**config.mk**
```make
export PLATFORM = sky130hd
export DESIGN_NAME = d_sram_bridge
export DESIGN_NICKNAME = d
export VERILOG_FILES = /design/src/rtl/d_sram_bridge_pkg.sv /design/src/rtl/d_sram_bridge_req_decode.sv /design/src/rtl/d_sram_bridge.sv
export SDC_FILE = /design/constraint.sdc
export NUM_CORES = 1
export LEC_CHECK = 0
export ABC_AREA = 1
export CORE_MARGIN = 2
export CORE_UTILIZATION = 36
export CTS_CLUSTER_DIAMETER = 200
export CTS_CLUSTER_SIZE = 14
export DETAILED_ROUTE_END_ITERATION = 6
export PLACE_DENSITY = 0.76
export SYNTH_ARGS = -nofsm -noshare
export SYNTH_HDL_FRONTEND = slang
export SYNTH_HIERARCHICAL = 1
export SYNTH_SLANG_ARGS = --single-unit
export TNS_END_PERCENT = 20
```
**constraint.sdc**
```tcl
create_clock -name clk -period 1.6 [get_ports clk]
set_input_delay 0.48 -clock clk [delete_from_list [all_inputs] [get_ports clk]]
set_output_delay 0.48 -clock clk [all_outputs]
set_load 0.005 [all_outputs]
```
**src/rtl/d_sram_bridge_pkg.sv**
```systemverilog
// Shared definitions for the data-memory bridge: FSM encodings, bus transfer
// sizes and the kseg0/kseg1 address window constants.
package d_sram_bridge_pkg;

  typedef enum logic [1:0] {
    IDLE = 2'd0,
    REQ  = 2'd1,
    WAIT = 2'd2,
    DONE = 2'd3
  } state_t;

  localparam logic [1:0] SIZE_B = 2'd0;
  localparam logic [1:0] SIZE_H = 2'd1;
  localparam logic [1:0] SIZE_W = 2'd2;

  localparam logic [31:0] KSEG0_BASE = 32'h8000_0000;
  localparam logic [31:0] KSEG1_BASE = 32'hA000_0000;
  localparam logic [31:0] PHYS_MASK  = 32'h1FFF_FFFF;

  // True for the unmapped kseg0/kseg1 window 0x8000_0000..0xBFFF_FFFF.
  function automatic logic isKseg(input logic [31:0] addr);
    return (addr[31:29] == KSEG0_BASE[31:29]) || (addr[31:29] == KSEG1_BASE[31:29]);
  endfunction

endpackage

```
**src/rtl/d_sram_bridge_req_decode.sv**
```systemverilog
// Combinational request decoder: byte strobes and virtual address in,
// bus direction, transfer size and physical address out.
module req_decode
  import d_sram_bridge_pkg::*;
#(
  parameter logic MAP_KSEG = 1'b1
) (
  input  logic [3:0]  dataWen,
  input  logic [31:0] dataAddr,
  output logic        busWr,
  output logic [1:0]  busSize,
  output logic [31:0] busAddr
);

  logic [1:0]  lowBits;
  logic [31:0] physAddr;

  // Strobe pattern selects transfer size and the byte offset inside the word.
  always_comb begin
    busWr   = (dataWen != 4'b0000);
    busSize = SIZE_W;
    lowBits = 2'd0;
    case (dataWen)
      4'b0001: begin busSize = SIZE_B; lowBits = 2'd0; end
      4'b0010: begin busSize = SIZE_B; lowBits = 2'd1; end
      4'b0100: begin busSize = SIZE_B; lowBits = 2'd2; end
      4'b1000: begin busSize = SIZE_B; lowBits = 2'd3; end
      4'b0011: begin busSize = SIZE_H; lowBits = 2'd0; end
      4'b1100: begin busSize = SIZE_H; lowBits = 2'd2; end
      default: begin busSize = SIZE_W; lowBits = 2'd0; end
    endcase
  end

  // kseg0/kseg1 translate by dropping the segment bits; other addresses pass.
  always_comb begin
    physAddr = dataAddr;
    if (MAP_KSEG && isKseg(dataAddr)) physAddr = dataAddr & PHYS_MASK;
    // Replace the two offset bits with the strobe-derived lane offset.
    busAddr = physAddr ^ {30'd0, physAddr[1:0] ^ lowBits};
  end

endmodule

```
**src/rtl/d_sram_bridge.sv**
```systemverilog
// Data-memory bridge: turns the M-stage access into a req/addr_ok/data_ok
// bus transaction, stalls the pipeline until it completes and holds the
// read result until the pipeline advances.
module d_sram_bridge
  import d_sram_bridge_pkg::*;
#(
  parameter logic        MAP_KSEG  = 1'b1,
  parameter logic [31:0] RST_RDATA = 32'h0
) (
  input  logic        clk,
  input  logic        rst,
  input  logic        data_en,
  input  logic [3:0]  data_wen,
  input  logic [31:0] data_addr,
  input  logic [31:0] data_wdata,
  input  logic        longest_stall,
  output logic [31:0] data_rdata,
  output logic        d_stall,
  output logic        bus_req,
  output logic        bus_wr,
  output logic [1:0]  bus_size,
  output logic [31:0] bus_addr,
  output logic [31:0] bus_wdata,
  input  logic        bus_addr_ok,
  input  logic        bus_data_ok,
  input  logic [31:0] bus_rdata
);

  state_t      state;
  state_t      stateNext;
  logic        captureReq;
  logic        captureRdata;
  logic        decWr;
  logic [1:0]  decSize;
  logic [31:0] decAddr;

  req_decode #(.MAP_KSEG(MAP_KSEG)) uDecode (
    .dataWen (data_wen),
    .dataAddr(data_addr),
    .busWr   (decWr),
    .busSize (decSize),
    .busAddr (decAddr)
  );

  // State register.
  always_ff @(posedge clk) begin
    if (rst) state <= IDLE;
    else     state <= stateNext;
  end

  // Next state plus capture strobes for request fields and read data.
  always_comb begin
    stateNext    = state;
    captureReq   = 1'b0;
    captureRdata = 1'b0;
    case (state)
      IDLE: begin
        if (data_en) begin
          stateNext  = REQ;
          captureReq = 1'b1;
        end
      end
      REQ: begin
        if (bus_addr_ok) begin
          if (bus_data_ok) begin
            stateNext    = DONE;
            captureRdata = ~bus_wr;
          end else begin
            stateNext = WAIT;
          end
        end
      end
      WAIT: begin
        if (bus_data_ok) begin
          stateNext    = DONE;
          captureRdata = ~bus_wr;
        end
      end
      DONE: begin
        if (!longest_stall) stateNext = IDLE;
      end
      default: stateNext = IDLE;
    endcase
  end

  // Request fields are frozen at REQ entry so later cpu-side changes are ignored.
  always_ff @(posedge clk) begin
    if (rst) begin
      bus_wr    <= 1'b0;
      bus_size  <= SIZE_B;
      bus_addr  <= 32'h0;
      bus_wdata <= 32'h0;
    end else if (captureReq) begin
      bus_wr    <= decWr;
      bus_size  <= decSize;
      bus_addr  <= decAddr;
      bus_wdata <= data_wdata;
    end
  end

  // Read data is latched once per load and held through DONE.
  always_ff @(posedge clk) begin
    if (rst)               data_rdata <= RST_RDATA;
    else if (captureRdata) data_rdata <= bus_rdata;
  end

  assign bus_req = (state == REQ);
  assign d_stall = data_en & (state != DONE);

endmodule

```
==> Word level (Yosys, flattened, before mapping) <==
Cells that the tools add are included.
{ "totals": {"register_bits": 101} }
{ "op_classes": {"n_eq_ne": 16, "n_mux": 14, "bitwise": 4, "n_reduce_logical": 7} }
{ "ops": {"columns": ["op", "n"], "rows": [
  ["32-bit 2-to-1 mux", 1],
  ["32-bit by 2-bit bitwise XOR with 32-bit output", 1],
  ["4-bit by 2-bit == test with 1-bit output, second input constant", 2],
  ["4-bit == test, second input constant", 2],
  ["2-bit 2-to-1 mux", 4],
  ["2-bit != test, second input constant", 4],
  ["2-bit case mux with 4 select lines", 1],
  ["3-bit == test, second input constant", 2],
  ["2-bit case mux with 3 select lines", 1],
  ["1-bit 2-to-1 mux", 5],
  ["2-bit == test, second input constant", 2],
  ["4-bit by 1-bit == test with 1-bit output, second input constant", 1],
  ["4-bit by 3-bit == test with 1-bit output, second input constant", 1],
  ["2-bit case mux with 2 select lines", 1],
  ["4-bit AND reduction", 1],
  ["4-bit nonzero test", 1],
  ["2-bit OR reduction", 2],
  ["4-bit OR reduction", 1],
  ["2-bit by 1-bit == test with 1-bit output, second input constant", 1],
  ["2-bit zero test", 1],
  ["2-bit by 1-bit != test with 1-bit output, second input constant", 1],
  ["1-bit case mux with 2 select lines", 1],
  ["2-bit bitwise XOR", 1],
  ["1-bit bitwise AND", 1],
  ["other kinds (2)", 2]
]} }

==> Longest topological paths before layout <==
{ "logic_depth": {"word_depth": 5, "mapped_depth": 8, "ltp_nobuf": 7} }

==> Hierarchy <==
Netlist, hierarchy kept.
{ "by_module_without_submodules": {"columns": ["mod", "n_inst", "cells_per_inst", "area_each_um2", "seq_area_each_um2"], "rows": [
  ["d_sram_bridge", 1, 526, 3852.4, 2021.9],
  ["req_decode", 1, 56, 322.8, 0.0]
]} }

==> Worst setup path before layout <==
No wires, ideal clock.
{ "synth_timing": {"kind": "flip-flop to flip-flop", "startpoint": "register state[0]", "endpoint": "register data_rdata[10]", "setup_ps": 113, "arrival_ps": 1455, "required_ps": 1487, "setup_slack_ps": 33, "path_stages_with_launch": 9, "n_path_buf": 1, "period_less_slack_ps": 1567, "cell_sequence": "dfxtp_1 inv_1 ha_1 nand3b_4 nor2_4 buf_4 nand2_1 nand2_1 nor2_1"} }
{ "synth_via": {"elab_chain_cells": 2, "word_cells_on_any_way": 3} }
{ "synth_rtl": {"columns": ["item", "line", "rtl"], "rows": [
  ["from (decl)", "d_sram_bridge.sv:29", "state_t state;"],
  ["from (signal assigned)", "d_sram_bridge.sv:48", "else state <= stateNext;"],
  ["2-bit == test or 2-bit by 1-bit == test with 1-bit output (tied branches)", "d_sram_bridge.sv:56", "case (state)"],
  ["1-bit case mux with 2 select lines *", "d_sram_bridge.sv:56", null],
  ["to (signal assigned)", "d_sram_bridge.sv:104", "else if (captureRdata) data_rdata <= bus_rdata;"],
  ["to (decl)", "d_sram_bridge.sv:17", "output logic [31:0] data_rdata,"]
]} }
Mark *: on every way between the ends. The rest lies on a longest branch, timed or not.
A chain may end at the register's enable or synchronous reset.

==> Worst setup path in the final report <==
{ "layout_timing": {"startpoint": "register state[0]", "endpoint": "output d_stall"} }
{ "layout_via": {"elab_chain_cells": 2} }
{ "layout_rtl": {"columns": ["item", "line", "rtl"], "rows": [
  ["2-bit != test", "d_sram_bridge.sv:108", "assign d_stall = data_en & (state != DONE);"],
  ["1-bit bitwise AND", "d_sram_bridge.sv:108", null],
  ["to (decl)", "d_sram_bridge.sv:18", "output logic d_stall,"]
]} }
No other way between the ends.

==> flow_summary.yaml <==
status:
  status: "completed"
worst_hold_path:
  whs_endpoint: "bus_wdata[31]$_SDFFE_PP0P_"
  holdPathStages: 2
  hold_path_startpoint: "bus_wdata[31]$_SDFFE_PP0P_"
  holdCritPathClass: "register to register"
die:
  initial_utilization_pct: 36.72
  fp.dieW_um: 111.7
  die_y_um: 111.7
  design.core.area_sq_mm: 0.01137
  rows: 39
  ioPinCount: 207
  die_area_sq_mm: 0.01248
synthesis:
  synth_top_cell_by_area: "dfxtp_1"
  ys_warn_count: 6
  syn_inst: 582
  synthTopCellsByArea: "dfxtp_1 (48%), nor2_1 (18%), o21ai_0 (7.7%), nand2_1 (7.6%), buf_4 (5.8%)"
  synth_area_sq_mm: 0.004175
  synth_seq_cells: 101
  synth_nets: 694
  netlist.area_leader.share_pct: 48.43
  avgSynthCellArea_sq_um: 7.174
  ys_seq_area_share_pct: 48.43
  synthDistinctLibCells: 22
pwr:
  leakage_uw: 0.003219
  max-vdd-ir-drop_v: 0.0006515
  power_uw: 8647
  p_per_area_mw_per_mm2: 1323
grt:
  antenna_found_initial: 1
  grt_pass1_vias: 4000
  grt_pass1_wl_um: 18260
  gr-total-overflow: 0
  gr-usage-all-layers_pct: 17.90
  grt_max_degree: 57
layout:
  final_util_pct: 57.47
  drive_gt1_share_pct: 9.635
  nets: 875
  areaGrowthSynthToFinish_pct: 56.49
clock_network:
  clk_latency_ns: 0.33
  htree_levels: 3
  cts.sinks: 101
  clockRootBuffer: "clkbuf_16"
  cts.clk_slew.worst_paths_ns: 0.07
  cts.path.max_buffers: 2
  ctsHoldBuffers: 0
  cts_inserted_buffers: 9
  cts_tree: "done"
critical_path:
  cp.required_ns: 1.12
  rr_startpoint: "state[1]$_SDFFE_PP0P_"
  worstPathArrival_ns: 1.11
  crit_type: "register to output pin"
  end_kind: "output pin"
  r2r-end: "data_rdata[20]$_SDFFE_PP0P_"
  cp_max_fo: 5
  r2r_cells: 9
  crit_path_start_kind: "register"
  startpoint: "state[0]$_SDFFE_PP0P_"
  reg2reg_slack_ns: 0.03
timing:
  rsz0062_at_grt: "true"
  hold_ws_ns: 0.4749
  hold_viol: 0
  fmax_mhz: 627.9
  finalSetupViolCount: 0
  worst_pin_slew_ns: 0.3272
  report.final.slew_viol_count: 0
  min_period_ns: 1.593
  setup_slack_ns: 0.007448
  slew_headroom_pct: 77.96
  post-route-period-util_pct: 99.53
  clock_skew_ns: 0.006292
placed_design:
  hpwl_um: 8288
  port_buffers: 204
  preCtsSetupSlack_ns: -0.5226
  place.gp.congestion: 0.8436
drt:
  wl_per_cell_um: 12.88
  wl_um: 11750
  drc_errors: 0
  drt_iter0_markers: 285
  postRouteAntennaNets: 0
  num_vias: 4141
  vias_per_cell: 4.541
  drtPass1Iterations: 4
flow_run:
  drv_cap: 0
## sequential cells by signal, summed over array words and instances, names as in the netlist
register,count
state,2
bus_wdata,32
bus_addr,32
bus_size,2
data_rdata,32
bus_wr,1
## what timing repair did
item	4_1_cts	5_1_grt
pin swaps	1	2
gates resized for setup	132	7
buffers inserted	1	2
setup endpoints to repair	129	29
cloned	1	3
## cells by family after synthesis
logic type,Yosys count,synth area share [%]
fa+ha+maj,6,1.798
flops,101,48.43
compound gates,72,8.690
simple gates,298,27.69
buf+inv,105,13.40
## metrics by stage
stage	instance area [sq um]	TNS (ns)	instances
floorplan	4175	0	582
global placement	6218	-15.62	888
detailed placement	6218	-17.79	888
CTS	6442	-0.1151	906
global route	6534	-0.3263	912
finish	6534	0	912
## how the worst max path moves through the flow
stage / end / slack, ns / cells past startpoint
2_1_floorplan: data_rdata[10]$_SDFFE_PP0P_ / 0.03 / 8
3_3_place_gp: d_stall / -0.48 / 4
3_5_place_dp: d_stall / -0.52 / 4
4_1_cts: d_stall / -0.12 / 4
5_1_grt: data_rdata[20]$_SDFFE_PP0P_ / -0.04 / 10
6_report: d_stall / 0.007 / 3
## where the power goes
part / total, uW / internal, uW / switching [uW] / leakage [uW]
Sequential: 3440 / 3130 / 304 / 0.000837
Combinational: 3240 / 1650 / 1590 / 0.00225
Clock: 1970 / 1050 / 916 / 0.000132
Total: 8650 / 5840 / 2810 / 0.00322
## metal layers
metal  track usage [%]  vias to the layer above  share of wire, %
met2             31.11                      177                47
li1                  -                     2102                 -
met4             7.325                        0               2.2
met3             6.151                       21               9.7
met5                 0                        -                 0
met1             20.05                     1841                41
## cell usage in the layout (no fill, tap or decap), drive strengths merged, types with 5 or more instances in the layout
master         instances
buf                   24
o21ai                 69
clkbuf                12
nand2                 86
dlygate4sd2           99
nor2                 208
dfxtp                101
clkinv                 5
ha                     6
clkdlybuf4s50        102
inv                   47
## synth_stat cells, drive strengths merged
master and number:
nor2 208, dfxtp 101, nand2 86, o21ai 69, inv 47, buf 45
clkbuf 13, ha 6, a21oi 2, nand3b 2, a21boi 1, nand3 1
nor3 1
## critical path, stage by stage, from the launching register on
cell and delay, ns:
dfxtp_4 0.36, ha_2 0.19, nor2_1 0.10, buf_2 0.13
## cell type report
type | instances | area [sq um]
diodes | 1 | 2.502
inverters | 47 | 178.9
clock buffers | 10 | 229.0
flip-flops and latches | 101 | 2044
well taps | 143 | 178.9
clock inverters | 6 | 40.04
repair buffers | 228 | 2225
multi-input cells | 376 | 1635
fillers | 1047 | 4836
(Power assumes the default switching activity.)
